**config.mk**
```make
export PLATFORM = sky130hd
export DESIGN_NAME = control_unit_param
export DESIGN_NICKNAME = d
export VERILOG_FILES = /design/src/rtl/alu_ctrl_pkg.sv /design/src/rtl/ctrl_counter.sv /design/src/rtl/dff.sv /design/src/rtl/dff_rst_to_1.sv /design/src/rtl/control_unit_param.sv
export SDC_FILE = /design/constraint.sdc
export NUM_CORES = 1
export LEC_CHECK = 0
export CAP_MARGIN = 5
export CORE_MARGIN = 2
export CORE_UTILIZATION = 35
export DETAILED_ROUTE_END_ITERATION = 6
export SETUP_SLACK_MARGIN = 0.3
export SLEW_MARGIN = 10
export SYNTH_ARGS = -nofsm -noshare
export SYNTH_HDL_FRONTEND = slang
export SYNTH_SLANG_ARGS = --single-unit
```
**constraint.sdc**
```tcl
create_clock -name clk -period 3.1 [get_ports clk]
set_input_delay 0.465 -clock clk [delete_from_list [all_inputs] [get_ports clk]]
set_output_delay 0.465 -clock clk [all_outputs]
set_load 0.05 [all_outputs]
```
**src/rtl/alu_ctrl_pkg.sv**
```systemverilog
// Shared constants for the Paul-ALU sequencer: one-hot state bit positions and op codes.
package alu_ctrl_pkg;

    localparam int NUM_STATES = 17;

    typedef logic [4:0] st_idx_t;

    localparam st_idx_t S_IDLE           = 5'd0;
    localparam st_idx_t S_LOADA          = 5'd1;
    localparam st_idx_t S_LOADQ          = 5'd2;
    localparam st_idx_t S_LOADM          = 5'd3;
    localparam st_idx_t S_ADDMTOA        = 5'd4;
    localparam st_idx_t S_ADDMTOACORR    = 5'd5;
    localparam st_idx_t S_ADD1TOQPRIM    = 5'd6;
    localparam st_idx_t S_ADDMINQPRIMTOQ = 5'd7;
    localparam st_idx_t S_PUSHA          = 5'd8;
    localparam st_idx_t S_PUSHQ          = 5'd9;
    localparam st_idx_t S_RSHIFT         = 5'd10;
    localparam st_idx_t S_COUNTRSHIFTS   = 5'd11;
    localparam st_idx_t S_LSHIFT         = 5'd12;
    localparam st_idx_t S_COUNTLSHIFTS   = 5'd13;
    localparam st_idx_t S_LSHIFTFOR0     = 5'd14;
    localparam st_idx_t S_RSHIFTFOR0     = 5'd15;
    localparam st_idx_t S_DIV0           = 5'd16;

    localparam logic [1:0] OP_ADD = 2'b00;
    localparam logic [1:0] OP_SUB = 2'b01;
    localparam logic [1:0] OP_MUL = 2'b10;
    localparam logic [1:0] OP_DIV = 2'b11;

endpackage

```
**src/rtl/ctrl_counter.sv**
```systemverilog
// Up/down iteration counter with synchronous clear; clear beats inc beats dec.
module ctrl_counter #(
    parameter int W = 4
) (
    input  logic         clk,
    input  logic         reset,
    input  logic         clr_i,
    input  logic         inc_i,
    input  logic         dec_i,
    output logic [W-1:0] cnt_o
);
    logic [W-1:0] cnt_q;

    always_ff @(posedge clk) begin
        if (reset || clr_i) cnt_q <= '0;
        else if (inc_i)     cnt_q <= cnt_q + W'(1);
        else if (dec_i)     cnt_q <= cnt_q - W'(1);
    end

    assign cnt_o = cnt_q;
endmodule

```
**src/rtl/dff.sv**
```systemverilog
// Single flip-flop cell, synchronous active-high reset to 0.
module dff (
    input  logic clk,
    input  logic reset,
    input  logic d,
    output logic q
);
    always_ff @(posedge clk) begin
        if (reset) q <= 1'b0;
        else       q <= d;
    end
endmodule

```
**src/rtl/dff_rst_to_1.sv**
```systemverilog
// Single flip-flop cell, synchronous active-high reset to 1 (holds the IDLE bit).
module dff_rst_to_1 (
    input  logic clk,
    input  logic reset,
    input  logic d,
    output logic q
);
    always_ff @(posedge clk) begin
        if (reset) q <= 1'b1;
        else       q <= d;
    end
endmodule

```
**src/rtl/control_unit_param.sv**
```systemverilog
// One-hot sequencer for add/sub, Radix-4 Booth multiply and SRT-2 divide.
module control_unit_param
    import alu_ctrl_pkg::*;
#(
    parameter int WIDTH = 8
) (
    input  logic                  clk,
    input  logic                  reset,
    input  logic                  BEGIN,
    input  logic                  abort,
    input  logic [1:0]            op_code,
    input  logic [2:0]            bits_of_Q,
    input  logic [2:0]            bits_of_A,
    input  logic                  sgn_bit_of_M,
    input  logic                  m_is_zero,
    output logic [NUM_STATES-1:0] act_state,
    output logic                  busy,
    output logic                  END,
    output logic                  err_div0
);
    localparam int CW = $clog2(WIDTH) + 1;

    logic [NUM_STATES-1:0] state_q, state_d;
    st_idx_t               nxt, div_tail;
    logic [1:0]            op_q, op_d;
    logic                  srt_flag_q, srt_flag_d;
    logic                  err_q, err_d;
    logic                  end_q, end_d;
    logic [CW-1:0]         r4_cnt, srt_cnt, lz_cnt;
    logic                  booth_nz, a_nz, accept, terminal, cnt_clr;

    assign booth_nz = !(bits_of_Q == 3'b000 || bits_of_Q == 3'b111);
    assign a_nz     = !(bits_of_A == 3'b000 || bits_of_A == 3'b111);
    assign accept   = state_q[S_IDLE] && BEGIN && !abort;
    assign cnt_clr  = abort || state_q[S_LOADM];

    // Exit of an SRT step: last iteration picks the remainder-correction path.
    assign div_tail = (srt_cnt == CW'(WIDTH - 1))
                    ? (bits_of_A[2] ? S_ADDMTOACORR : S_ADDMINQPRIMTOQ)
                    : S_COUNTLSHIFTS;

    always_comb begin
        nxt = S_IDLE;
        case (1'b1)
            state_q[S_IDLE]:        if (BEGIN) nxt = (op_code == OP_MUL) ? S_LOADQ : S_LOADA;
            state_q[S_LOADA]:       nxt = (op_q == OP_DIV) ? S_LOADQ : S_LOADM;
            state_q[S_LOADQ]:       nxt = S_LOADM;
            state_q[S_LOADM]: begin
                if (op_q == OP_MUL)      nxt = booth_nz ? S_ADDMTOA : S_RSHIFT;
                else if (op_q == OP_DIV) nxt = m_is_zero ? S_DIV0
                                             : (sgn_bit_of_M ? S_LSHIFT : S_LSHIFTFOR0);
                else                     nxt = S_ADDMTOA;
            end
            state_q[S_LSHIFTFOR0]:  nxt = sgn_bit_of_M ? S_LSHIFT : S_LSHIFTFOR0;
            state_q[S_LSHIFT]:      nxt = srt_flag_q ? S_ADDMTOA : div_tail;
            state_q[S_ADDMTOA]: begin
                if (op_q == OP_MUL)      nxt = S_RSHIFT;
                else if (op_q == OP_DIV) nxt = div_tail;
                else                     nxt = S_PUSHA;
            end
            state_q[S_COUNTLSHIFTS]:   nxt = S_LSHIFT;
            state_q[S_ADDMTOACORR]:    nxt = S_ADD1TOQPRIM;
            state_q[S_ADD1TOQPRIM]:    nxt = S_ADDMINQPRIMTOQ;
            state_q[S_ADDMINQPRIMTOQ]: nxt = (lz_cnt == '0) ? S_PUSHQ : S_RSHIFTFOR0;
            state_q[S_RSHIFTFOR0]:     nxt = (lz_cnt == CW'(1)) ? S_PUSHQ : S_RSHIFTFOR0;
            state_q[S_RSHIFT]:         nxt = (r4_cnt == CW'(WIDTH / 2 - 1)) ? S_PUSHA : S_COUNTRSHIFTS;
            state_q[S_COUNTRSHIFTS]:   nxt = booth_nz ? S_ADDMTOA : S_RSHIFT;
            state_q[S_PUSHA]:          nxt = (op_q == OP_MUL) ? S_PUSHQ : S_IDLE;
            state_q[S_PUSHQ]:          nxt = (op_q == OP_DIV) ? S_PUSHA : S_IDLE;
            default:                   nxt = S_IDLE;
        endcase
        if (abort) nxt = S_IDLE;
    end

    // Final push depends on operand order: mul ends on PUSHQ, others on PUSHA.
    assign terminal = (state_q[S_PUSHA] && op_q != OP_MUL)
                   || (state_q[S_PUSHQ] && op_q == OP_MUL)
                   ||  state_q[S_DIV0];

    always_comb begin
        state_d    = NUM_STATES'(1) << nxt;
        op_d       = accept ? op_code : op_q;
        srt_flag_d = (nxt == S_LSHIFT) ? a_nz : srt_flag_q;
        end_d      = terminal && !abort;
        err_d      = err_q;
        if (accept)                        err_d = 1'b0;
        else if (state_q[S_DIV0] && !abort) err_d = 1'b1;
    end

    always_ff @(posedge clk) begin
        if (reset) begin
            op_q       <= OP_ADD;
            srt_flag_q <= 1'b0;
            err_q      <= 1'b0;
            end_q      <= 1'b0;
        end else begin
            op_q       <= op_d;
            srt_flag_q <= srt_flag_d;
            err_q      <= err_d;
            end_q      <= end_d;
        end
    end

    for (genvar i = 0; i < NUM_STATES; i++) begin : g_state
        if (i == int'(S_IDLE)) begin : g_idle
            dff_rst_to_1 u_ff (.clk(clk), .reset(reset), .d(state_d[i]), .q(state_q[i]));
        end else begin : g_other
            dff u_ff (.clk(clk), .reset(reset), .d(state_d[i]), .q(state_q[i]));
        end
    end

    ctrl_counter #(.W(CW)) u_r4_cnt (
        .clk(clk), .reset(reset), .clr_i(cnt_clr),
        .inc_i(state_q[S_COUNTRSHIFTS]), .dec_i(1'b0), .cnt_o(r4_cnt)
    );
    ctrl_counter #(.W(CW)) u_srt_cnt (
        .clk(clk), .reset(reset), .clr_i(cnt_clr),
        .inc_i(state_q[S_COUNTLSHIFTS]), .dec_i(1'b0), .cnt_o(srt_cnt)
    );
    ctrl_counter #(.W(CW)) u_lz_cnt (
        .clk(clk), .reset(reset), .clr_i(cnt_clr),
        .inc_i(state_q[S_LSHIFTFOR0]), .dec_i(state_q[S_RSHIFTFOR0]), .cnt_o(lz_cnt)
    );

    assign act_state = state_q;
    assign busy      = !state_q[S_IDLE];
    assign END       = end_q;
    assign err_div0  = err_q;
endmodule

```
==> results.json <==
{
  "slew_headroom_pct": 63.5,
  "clock_skew_ps": 7.55,
  "synth_nets": 263,
  "clk_pin_slew_ps": 70,
  "setup_tns_ps": 0,
  "period_needed_ps": 2530,
  "worstReg2RegStart": "u_lz_cnt.cnt_o[0]",
  "setup_viol": 0,
  "power.leakage_nw": 0.825,
  "dp_hpwl_um": 3660,
  "synth-seq-area-share_pct": 32.7,
  "grt_overflow": 0,
  "synth_warnings": 0,
  "post-route-drc-count": 0,
  "arrival_ps": 2730,
  "cp.required_ps": 3300,
  "port_buffers": 33,
  "cts_root_buf": "clkbuf_8",
  "tritoncts": "built",
  "worstSetupStartpointType": "input port",
  "post-cts-setup-buffers": 0,
  "synth_edf_count": 0,
  "layout.nets": 275,
  "synthArstFlopShare_pct": 0,
  "ctsHoldBuffers": 0,
  "startpoint": "m_is_zero",
  "antenna_found_initial": 0,
  "cts_max_level": 2,
  "powerDensity_nw_per_um2": 358,
  "hold_violations": 0,
  "rsz0062_at_grt": "false",
  "grt_pass1_vias": 1642,
  "hold_class": "flip-flop to flip-flop",
  "die_w_um": 81.2,
  "synth_top_area_cell": "dfxtp_1",
  "clock-sinks": 34,
  "fmax_mhz": 395,
  "area_growth_pct": 16.2,
  "vias": 1726,
  "place_inst": 323,
  "synth_ff_type": "dfxtp_1",
  "fin_crit_sh_pct": 81.7,
  "cts_buffer_depth": 2,
  "crit_type": "input port to flip-flop",
  "peakVddDrop_v": 0.000147,
  "endpoint_kind": "flip-flop",
  "initial_core_util_pct": 35.6,
  "syn_area_per_cell_um2": 8.57,
  "drt-initial-drc-count": 64,
  "die_area_um2": 6590,
  "ctsResizeCount": 0,
  "synth_top_area_share_pct": 32.7,
  "drtPass1Iterations": 4,
  "via_per_inst": 5.21,
  "post_drt_wl_per_cell_um": 14.8,
  "synth_area_um2": 2080,
  "run_status": "complete, no violations",
  "crit_fanout": 4,
  "numCtsBuffers": 5,
  "max-cap-violations": 0,
  "num_rows": 28,
  "final_area_um2": 2420,
  "synth_area_leaders": "dfxtp_1 33%, buf_4 6.1%, nor2_1 5.6%",
  "fillCellCount": 603,
  "place_ws_ps": 306,
  "drive_gt1_share_pct": 10.5,
  "ys_types": 62,
  "clkLatencyLatePin_ps": 290,
  "synth_seq_cells": 34,
  "num_io_pins": 34,
  "grt_usage_pct": 15.9,
  "drv_slew": 0,
  "grt_max_degree": 16,
  "die_y_um": 81.2,
  "place_area_um2": 2330,
  "grt_first_pass_wirelength_um": 7870,
  "antenna_cells": 0,
  "min_from": "err_div0",
  "core_area_um2": 5850,
  "tightest_slew_ps": 547,
  "antenna_left": 0,
  "place.gp.congestion": 0.855,
  "instances_no_fill": 331,
  "wl_um": 4900,
  "synth_cells": 243,
  "fin_ws_ps": 567
}
-- kinds of logic after synthesis --
logic type / Yosys count / synth area share [%]
compound gates: 43 / 16.9
xor+xnor: 9 / 3.78
fa+ha+maj: 6 / 3.60
buf+inv: 36 / 10.1
flops: 34 / 32.7
mux: 5 / 2.46
simple gates: 110 / 30.5
-- area by class of cell --
type / instances / area [um^2] / share of cell area [%]
Clock inverter: 3 / 21.3 / 0.879
Multi-Input combinational cell: 173 / 1190 / 49.3
Inverter: 7 / 26.3 / 1.09
Clock buffer: 5 / 68.8 / 2.84
Timing Repair Buffer: 34 / 338 / 14.0
Tap cell: 75 / 93.8 / 3.88
Sequential cell: 34 / 681 / 28.1
-- report_power, final --
| group | total (mW) | internal, mW | switching (mW) | leakage (nW) |
|---|---|---|---|---|
| Clock | 0.326 | 0.158 | 0.168 | 0.0441 |
| Combinational | 0.0913 | 0.0425 | 0.0488 | 0.507 |
| Sequential | 0.451 | 0.440 | 0.0106 | 0.274 |
| Total | 0.868 | 0.640 | 0.228 | 0.825 |
-- sequential cells by signal, indices dropped and copies added, names as in the netlist --
name                    cells
u_r4_cnt.cnt_o              4
END                         1
srt_flag_q                  1
u_srt_cnt.cnt_o             4
op_q                        2
u_lz_cnt.cnt_o              4
err_div0                    1
g_state.g_other.u_ff.q     16
g_state.g_idle.u_ff.q       1
-- metal layers --
metal  global-route usage, %  up-vias  routed length [um]
li1                        -      879                   -
met1                    19.3      796                2260
met2                    26.6       42                2330
met3                    3.44        9                 215
met4                    7.63        0                  86
met5                       0        -                   0
-- synth_stat cells (all sizes together) (2+ instances only) --
| master | count |
|---|---|
| a211oi | 2 |
| a21oi | 6 |
| a2bb2oi | 3 |
| a311oi | 2 |
| a31oi | 2 |
| and2 | 2 |
| and3 | 3 |
| buf | 21 |
| clkbuf | 8 |
| dfxtp | 34 |
| ha | 6 |
| inv | 7 |
| mux2i | 4 |
| nand2 | 14 |
| nand2b | 3 |
| nand3 | 3 |
| nand3b | 4 |
| nand4 | 3 |
| nor2 | 31 |
| nor2b | 7 |
| nor3 | 12 |
| nor3b | 3 |
| nor4 | 6 |
| nor4b | 2 |
| nor4bb | 2 |
| o21ai | 12 |
| or2 | 2 |
| or3b | 5 |
| or4b | 2 |
| xnor2 | 4 |
| xor2 | 5 |
-- placed cells by master (no fill, tap or decap), types with 5 or more instances in the layout --
master / Yosys / final
nor2b_1: 7 / 7
nor2_1: 31 / 31
o21ai_0: 11 / 11
nor3_1: 12 / 12
nor4_1: 5 / 5
dfxtp_1: 34 / 34
a21oi_1: 6 / 6
inv_1: 7 / 7
xor2_1: 5 / 5
nand2_1: 13 / 13
clkdlybuf4s50_1: 0 / 33
clkbuf_8: 0 / 5
ha_1: 6 / 6
-- worst paths after layout --
| kind | slack [ps] | to | cells past startpoint |
|---|---|---|---|
| setup reg to reg | 640 | g_state[1].g_other.u_ff.q | 8 |
| hold / removal | 510 | err_div0 | 2 |
| setup / recovery | 570 | g_state[0].g_idle.u_ff.q | 7 |
| hold reg to reg | 510 | err_div0 | 2 |
-- worst max-delay path, stage by stage --
cell and delay, ps:
clkdlybuf4s50_1 530, and4bb_2 270, or4b_4 490, o211a_4 260
a221oi_4 250, nand2_2 140, o41ai_2 320
-- through the flow --
step,utilization [%],hold WS (ps),power (mW)
2_1_floorplan,-,457,0.519
3_3_place_gp,39.8,499,0.552
3_5_place_dp,39.8,498,0.551
4_1_cts,41.4,516,0.876
5_1_grt,41.4,545,0.904
6_report,41.4,512,0.868
(Power assumes the default switching activity.)
==> RTL edit 1: new RTL, same settings <==
Add an input register stage for `abort`, with the module's reset; this delays it by one clock. The other inputs are not delayed to match.
--- a/src/rtl/control_unit_param.sv
+++ b/src/rtl/control_unit_param.sv
@@ -22,2 +22,12 @@
 
+    logic abort_q;
+
+    always_ff @(posedge clk) begin
+        if (reset) begin
+            abort_q <= '0;
+        end else begin
+            abort_q <= abort;
+        end
+    end
+
     logic [NUM_STATES-1:0] state_q, state_d;
@@ -33,4 +43,4 @@
     assign a_nz     = !(bits_of_A == 3'b000 || bits_of_A == 3'b111);
-    assign accept   = state_q[S_IDLE] && BEGIN && !abort;
-    assign cnt_clr  = abort || state_q[S_LOADM];
+    assign accept   = state_q[S_IDLE] && BEGIN && !abort_q;
+    assign cnt_clr  = abort_q || state_q[S_LOADM];
 
@@ -71,3 +81,3 @@
         endcase
-        if (abort) nxt = S_IDLE;
+        if (abort_q) nxt = S_IDLE;
     end
@@ -83,6 +93,6 @@
         srt_flag_d = (nxt == S_LSHIFT) ? a_nz : srt_flag_q;
-        end_d      = terminal && !abort;
+        end_d      = terminal && !abort_q;
         err_d      = err_q;
         if (accept)                        err_d = 1'b0;
-        else if (state_q[S_DIV0] && !abort) err_d = 1'b1;
+        else if (state_q[S_DIV0] && !abort_q) err_d = 1'b1;
     end
Behaviour: not the same (Yosys sat finds a counterexample within 4 cycles, from zero or initial values and one cycle with reset high).
==> RTL edit 1 against the unedited design <==
  * Sequential cell count increased by 1
  * Worst hold slack worse by 0.019 ns
  * Power is 3.9% higher
  * Setup slack improved by 0.13 ns
  * Largest cell class unchanged
  * Via count fell by 0.41%
  * Cell area down 2.0%
  * Clock power is 2% lower
  * Critical path type is now reg -> out
  * Synthesized area decreased by 1.1%
  * Routed wire length fell by 0.67%
  * Clock skew is 0.0020 ns lower
==> RTL edit 1: results (changes against the unedited design) <==
Setup path
  • WP data arrival: 1.94 ns (-0.79 ns)
  • Delay-heaviest family, CP: buffers and inverters
  • Worst Path Max Fanout: 15 (+11)
  • Worst path max stage delay: 0.92 ns (+0.39 ns)
  • R2R Setup Slk: 0.78 ns (+0.14 ns)

CTS
  • Max clock buf depth: 2 (unchanged)
  • Post-CTS Setup Repair Bufs: 0 (unchanged)
  • # hold bufs at CTS: 0 (unchanged)
  • CTS Root Buffer Type: clkbuf_8
  • Total number of H-tree levels: 2 (unchanged)
  • Reg clk slew, reported paths: 0.07 ns (about the same)

Finish
  • Final net count: 270 (-1.8%)
  • Most flops, register: g_state.g_other.u_ff.q
  • Largest register FFs: 16 (unchanged)
  • Ratio of cells with drive above 1 in the final layout: 8.367% (-2.2 points)

Placement
  • Post-DP Area: 2292 µm² (-1.7%)
  • Placer Congestion: 0.8451 (-1.1%)
  • Hpwl dp: 3.579 mm (-2.3%)

Global route
  • GRT Util Overall: 16.35% (+0.45 points)
  • Met2 Use GR: 26.83% (+0.22 points)
  • Gr ovfl total: 0 (unchanged)
  • GRT met1 Usage: 21.31% (+2.0 points)
  • M3 GR Usage: 3.111% (-0.33 points)
  • Vias in the first global route: 1669 (+1.6%)
  • First-pass GRT wire length: 8.162 mm (+3.8%)

Pwr
  • Net Switching: 0.0002422 W (+6.4%)
  • Worst vdd ir: 237.8 µV (+62%)
  • LEAKAGE: 0.8216 nW (-0.40%)

Yosys
  • Synth area leaders: dfxtp_1 34%, buf_4 8.0%, nor2_1 5.6%, ha_1 3.6%, nor3_1 3.2%
  • Seq/Total Area, Yosys: 34.00% (+1.3 points)
  • Synth Net Count: 258 (-1.9%)
  • Synth unique cells: 59 (-4.8%)
  • Yosys warns: 0 (unchanged)
  • Most frequent cells after synthesis: 35 x dfxtp_1, 31 x nor2_1, 22 x buf_4, 13 x nor3_1, 11 x nand2_1

Drt
  • Via-to-Cell Ratio: 5.322 (+2.1%)
  • Initial DRC Count: 100 (+56%)
  • Final wirelength: 4.862 mm (-0.67%)

Timing
  • Layout Skew: 0.005582 ns (-0.001968 ns)
  • Worst Tran Pin Value: 0.6695 ns (+0.1230 ns)

Status
  • Status: completed

Min path
  • Hold WC Path Type: reg -> reg
## RTL edit 1: cell types whose count changed after synthesis, moves of 3 or more
cell / delta
a2bb2oi_1: -3
buf_4: +5
clkbuf_1: -5
nor3_2: +4
nor3b_1: -3
o21ai_0: -5
or3b_2: -3
## RTL edit 1: through the flow
| step | setup slack [ns] | cells | hold slack [ns] |
|---|---|---|---|
| 2_1_floorplan | 1.066 | 238 | 0.4625 |
| 3_3_place_gp | 0.4300 | 315 | 0.4822 |
| 3_5_place_dp | 0.4227 | 315 | 0.4864 |
| 4_1_cts | 0.6852 | 323 | 0.4977 |
| 5_1_grt | 0.5428 | 323 | 0.5347 |
| 6_report | 0.6953 | 323 | 0.4928 |
## RTL edit 1: logic make-up after synthesis
family	count (synthesis)	share of synthesized area [%]
compound gates	45	17.49
buf+inv	35	10.63
xor+xnor	9	3.825
fa+ha+maj	6	3.643
flops	35	34.00
simple gates	104	28.42
mux	4	2.004
## RTL edit 1: layout make-up
type,count,area [µm²]
clock inverter,1,5.005
sequential,35,700.7
fill,594,3234
clock buffer,7,76.32
multi-input combinational,168,1141
timing repair buffer,34,337.8
tap,72,90.09
inverter,6,22.52
## RTL edit 1: worst paths after layout
check / cells after the start / startpoint / to
min reg2reg: 2 / srt_flag_q / srt_flag_q
max reg2reg: 8 / u_srt_cnt.cnt_o[0] / g_state[13].g_other.u_ff.q
max: 1 / g_state[14].g_other.u_ff.q / act_state[14]
min: 2 / srt_flag_q / srt_flag_q
## RTL edit 1: per-layer routing
| metal | vias to the layer above | wire length, µm |
|---|---|---|
| met5 | - | 0 |
| met4 | 0 | 101 |
| met3 | 8 | 253 |
| met2 | 53 | 2233 |
| met1 | 791 | 2275 |
| li1 | 867 | - |
## RTL edit 1: power groups by stage
stage | clock network (W) | logic (W) | registers [W]
after detailed placement | 0 | 0.000111 | 0.000479
after global routing | 0.000351 | 0.000121 | 0.000472
after floorplan | 0 | 0.0000816 | 0.000470
final | 0.000320 | 0.000111 | 0.000469
after global placement | 0 | 0.000111 | 0.000480
after CTS | 0.000332 | 0.000112 | 0.000469
==> RTL edit 2: new RTL, same settings <==
Without the edit above. `WIDTH`: 8 -> 4.
--- a/src/rtl/control_unit_param.sv
+++ b/src/rtl/control_unit_param.sv
@@ -4,3 +4,3 @@
 #(
-    parameter int WIDTH = 8
+    parameter int WIDTH = 4
 ) (
Check against the original RTL: not equivalent (Yosys sat finds a counterexample within 10 cycles, from zero or initial values and one cycle with reset high).
==> RTL edit 2 against the unedited design <==
  * Worst hold slack got worse by 0.011 ns
  * Critical path depth did not move
  * Cell area decreased by 5.8%
  * Routed wire length decreased by 8.8%
  * Setup slack improved by 0.11 ns
  * Critical endpoint is now srt_flag_q
  * Power decreased by 3.4%
  * Highest routed layer unchanged
  * Sequential cell count is 3 lower
  * Combinational power decreased by 16%
  * Synthesized area fell by 7.0%
  * Largest power group unchanged
  * Register-to-register slack better by 0.06 ns
  * Via count decreased by 11%
==> RTL edit 2: results (changes against the unedited design) <==
Setup path
  • Worst path max stage delay: 0.46 ns (-0.07 ns)
  • R2R Setup Slk: 0.70 ns (+0.06 ns)
  • FF-to-FF End: srt_flag_q
  • Worst reg-to-reg path cell count: 6 (-2)
  • R2r startpoint: op_q[0]
  • Delay-heaviest family, CP: compound AO/OA/AOI/OAI gates
  • Worst Path Max Fanout: 10 (+6)
  • WP data arrival: 2.60 ns (-0.13 ns)

Finish
  • Sequential cell area share: 27.21% (-0.91 points)
  • Final net count: 248 (-9.8%)
  • Buffering overhead: 14.81% (+0.86 points)
  • Non-clk bufs: 34 (unchanged)
  • Fraction of area in multi-input gates: 48.00% (-1.3 points)
  • Count of multi-input gates: 145 (-16%)
  • Ratio of cells with drive above 1 in the final layout: 14.54% (+4.0 points)
  • Fillers: 545 (-9.6%)
  • Nonclk inv count: 9 (+2)
  • CLK BUF: 7 (+2)
  • Clock network area share: 4.553% (+0.83 points)

Pwr
  • Part of the power in registers: 48.7% (-3.2 points)
  • LEAKAGE: 0.8248 nW (about the same)
  • Worst vdd ir: 201.4 µV (+37%)
  • Clock power share: 42.1% (+4.6 points)
  • Total Power: 0.0008380 W (-3.4%)
  • Net Switching: 0.0002008 W (-12%)

Placement
  • Hpwl dp: 3.334 mm (-9.0%)
  • Post-Place Setup Slack: 0.4109 ns (+0.1052 ns)
  • Placed insts: 291 (-9.9%)
  • Placer Congestion: 0.8010 (-6.3%)

Yosys
  • Synth unique cells: 65 (+4.8%)
  • Synth area leaders: dfxtp_1 32%, buf_4 7.4%, ha_1 5.2%, nor2_1 3.9%, nor3_1 3.4%
  • Seq/Total Area, Yosys: 32.02% (-0.65 points)
  • Synth Net Count: 233 (-11%)
  • Most frequent cells after synthesis: 31 x dfxtp_1, 20 x nor2_1, 19 x buf_4, 15 x nand2_1, 13 x nor3_1
  • Yosys warns: 0 (unchanged)
  • Avg Cell Area, Syn: 9.185 µm² (+7.1%)

Drt
  • Initial DRC Count: 75 (+17%)
  • DR vias: 1543 (-11%)
  • WL/cell: 14.93 µm (+0.93%)
  • Via-to-Cell Ratio: 5.161 (-1.0%)

Global route
  • Largest net degree at the start of global routing: 18 (+2)
  • First-pass GRT wire length: 7.065 mm (-10%)
  • GRT Util Overall: 15.12% (-0.79 points)
  • Vias in the first global route: 1354 (-18%)

Status
  • Status: completed

CTS
  • Clock sink total: 31 (-8.8%)
  • Reg clk slew, reported paths: 0.06 ns
  • Number of buffers created by CTS: 5 (unchanged)

Timing
  • Relative slew slack: 65.91% (+2.4 points)
  • Layout Skew: 0.008696 ns (+0.001146 ns)

Min path
  • Min-delay src: u_r4_cnt.cnt_o[1]
  • WHS Endpoint: u_r4_cnt.cnt_o[1]
## RTL edit 2: changes by cell type in the layout (fill, tap and decap cells not counted), sizes merged, moves of 4 or more
cell	delta
o21ai	-7
or3b	-5
xor2	-4
nor2	-11
## RTL edit 2: worst register-to-register path, delay by kind of cell (launching register included)
kind,cells,cell delay (ns)
AOI/OAI and AO/OA,2,0.80
DFF,1,0.64
muxes,1,0.31
and+or+nand+nor,3,0.54
## RTL edit 2: cells by family after synthesis
family                   synth area share (%)
buffers and inverters                   11.49
AND/OR/NAND/NOR                         28.79
AO/OA/AOI/OAI                           17.04
XOR/XNOR                                2.259
multiplexers                            3.228
flip-flops                              32.02
adder cells (fa/ha/maj)                 5.165
## RTL edit 2: metal layers
| metal | share of wire, % | GRT usage [%] | wire length [µm] |
|---|---|---|---|
| met1 | 51 | 22.62 | 2297 |
| met2 | 40 | 20.26 | 1764 |
| met3 | 7.3 | 4.138 | 327 |
| met4 | 1.7 | 5.789 | 74 |
| met5 | 0 | 0 | 0 |
## RTL edit 2: metrics by stage
step	instance area, µm²	hold WS, ns
floorplan	1938	0.4646
global placement	2177	0.4797
detailed placement	2177	0.4891
CTS	2281	0.5039
global route	2281	0.5300
finish	2281	0.5012
## RTL edit 2: how the worst max path moves through the flow
stage | from | endpoint | slack, ns
2_1_floorplan | u_srt_cnt.cnt_o[0] | srt_flag_q | 0.85
3_3_place_gp | bits_of_Q[0] | srt_flag_q | 0.47
3_5_place_dp | bits_of_Q[0] | srt_flag_q | 0.41
4_1_cts | u_srt_cnt.cnt_o[0] | srt_flag_q | 0.67
5_1_grt | bits_of_Q[0] | srt_flag_q | 0.52
6_report | bits_of_Q[0] | srt_flag_q | 0.67
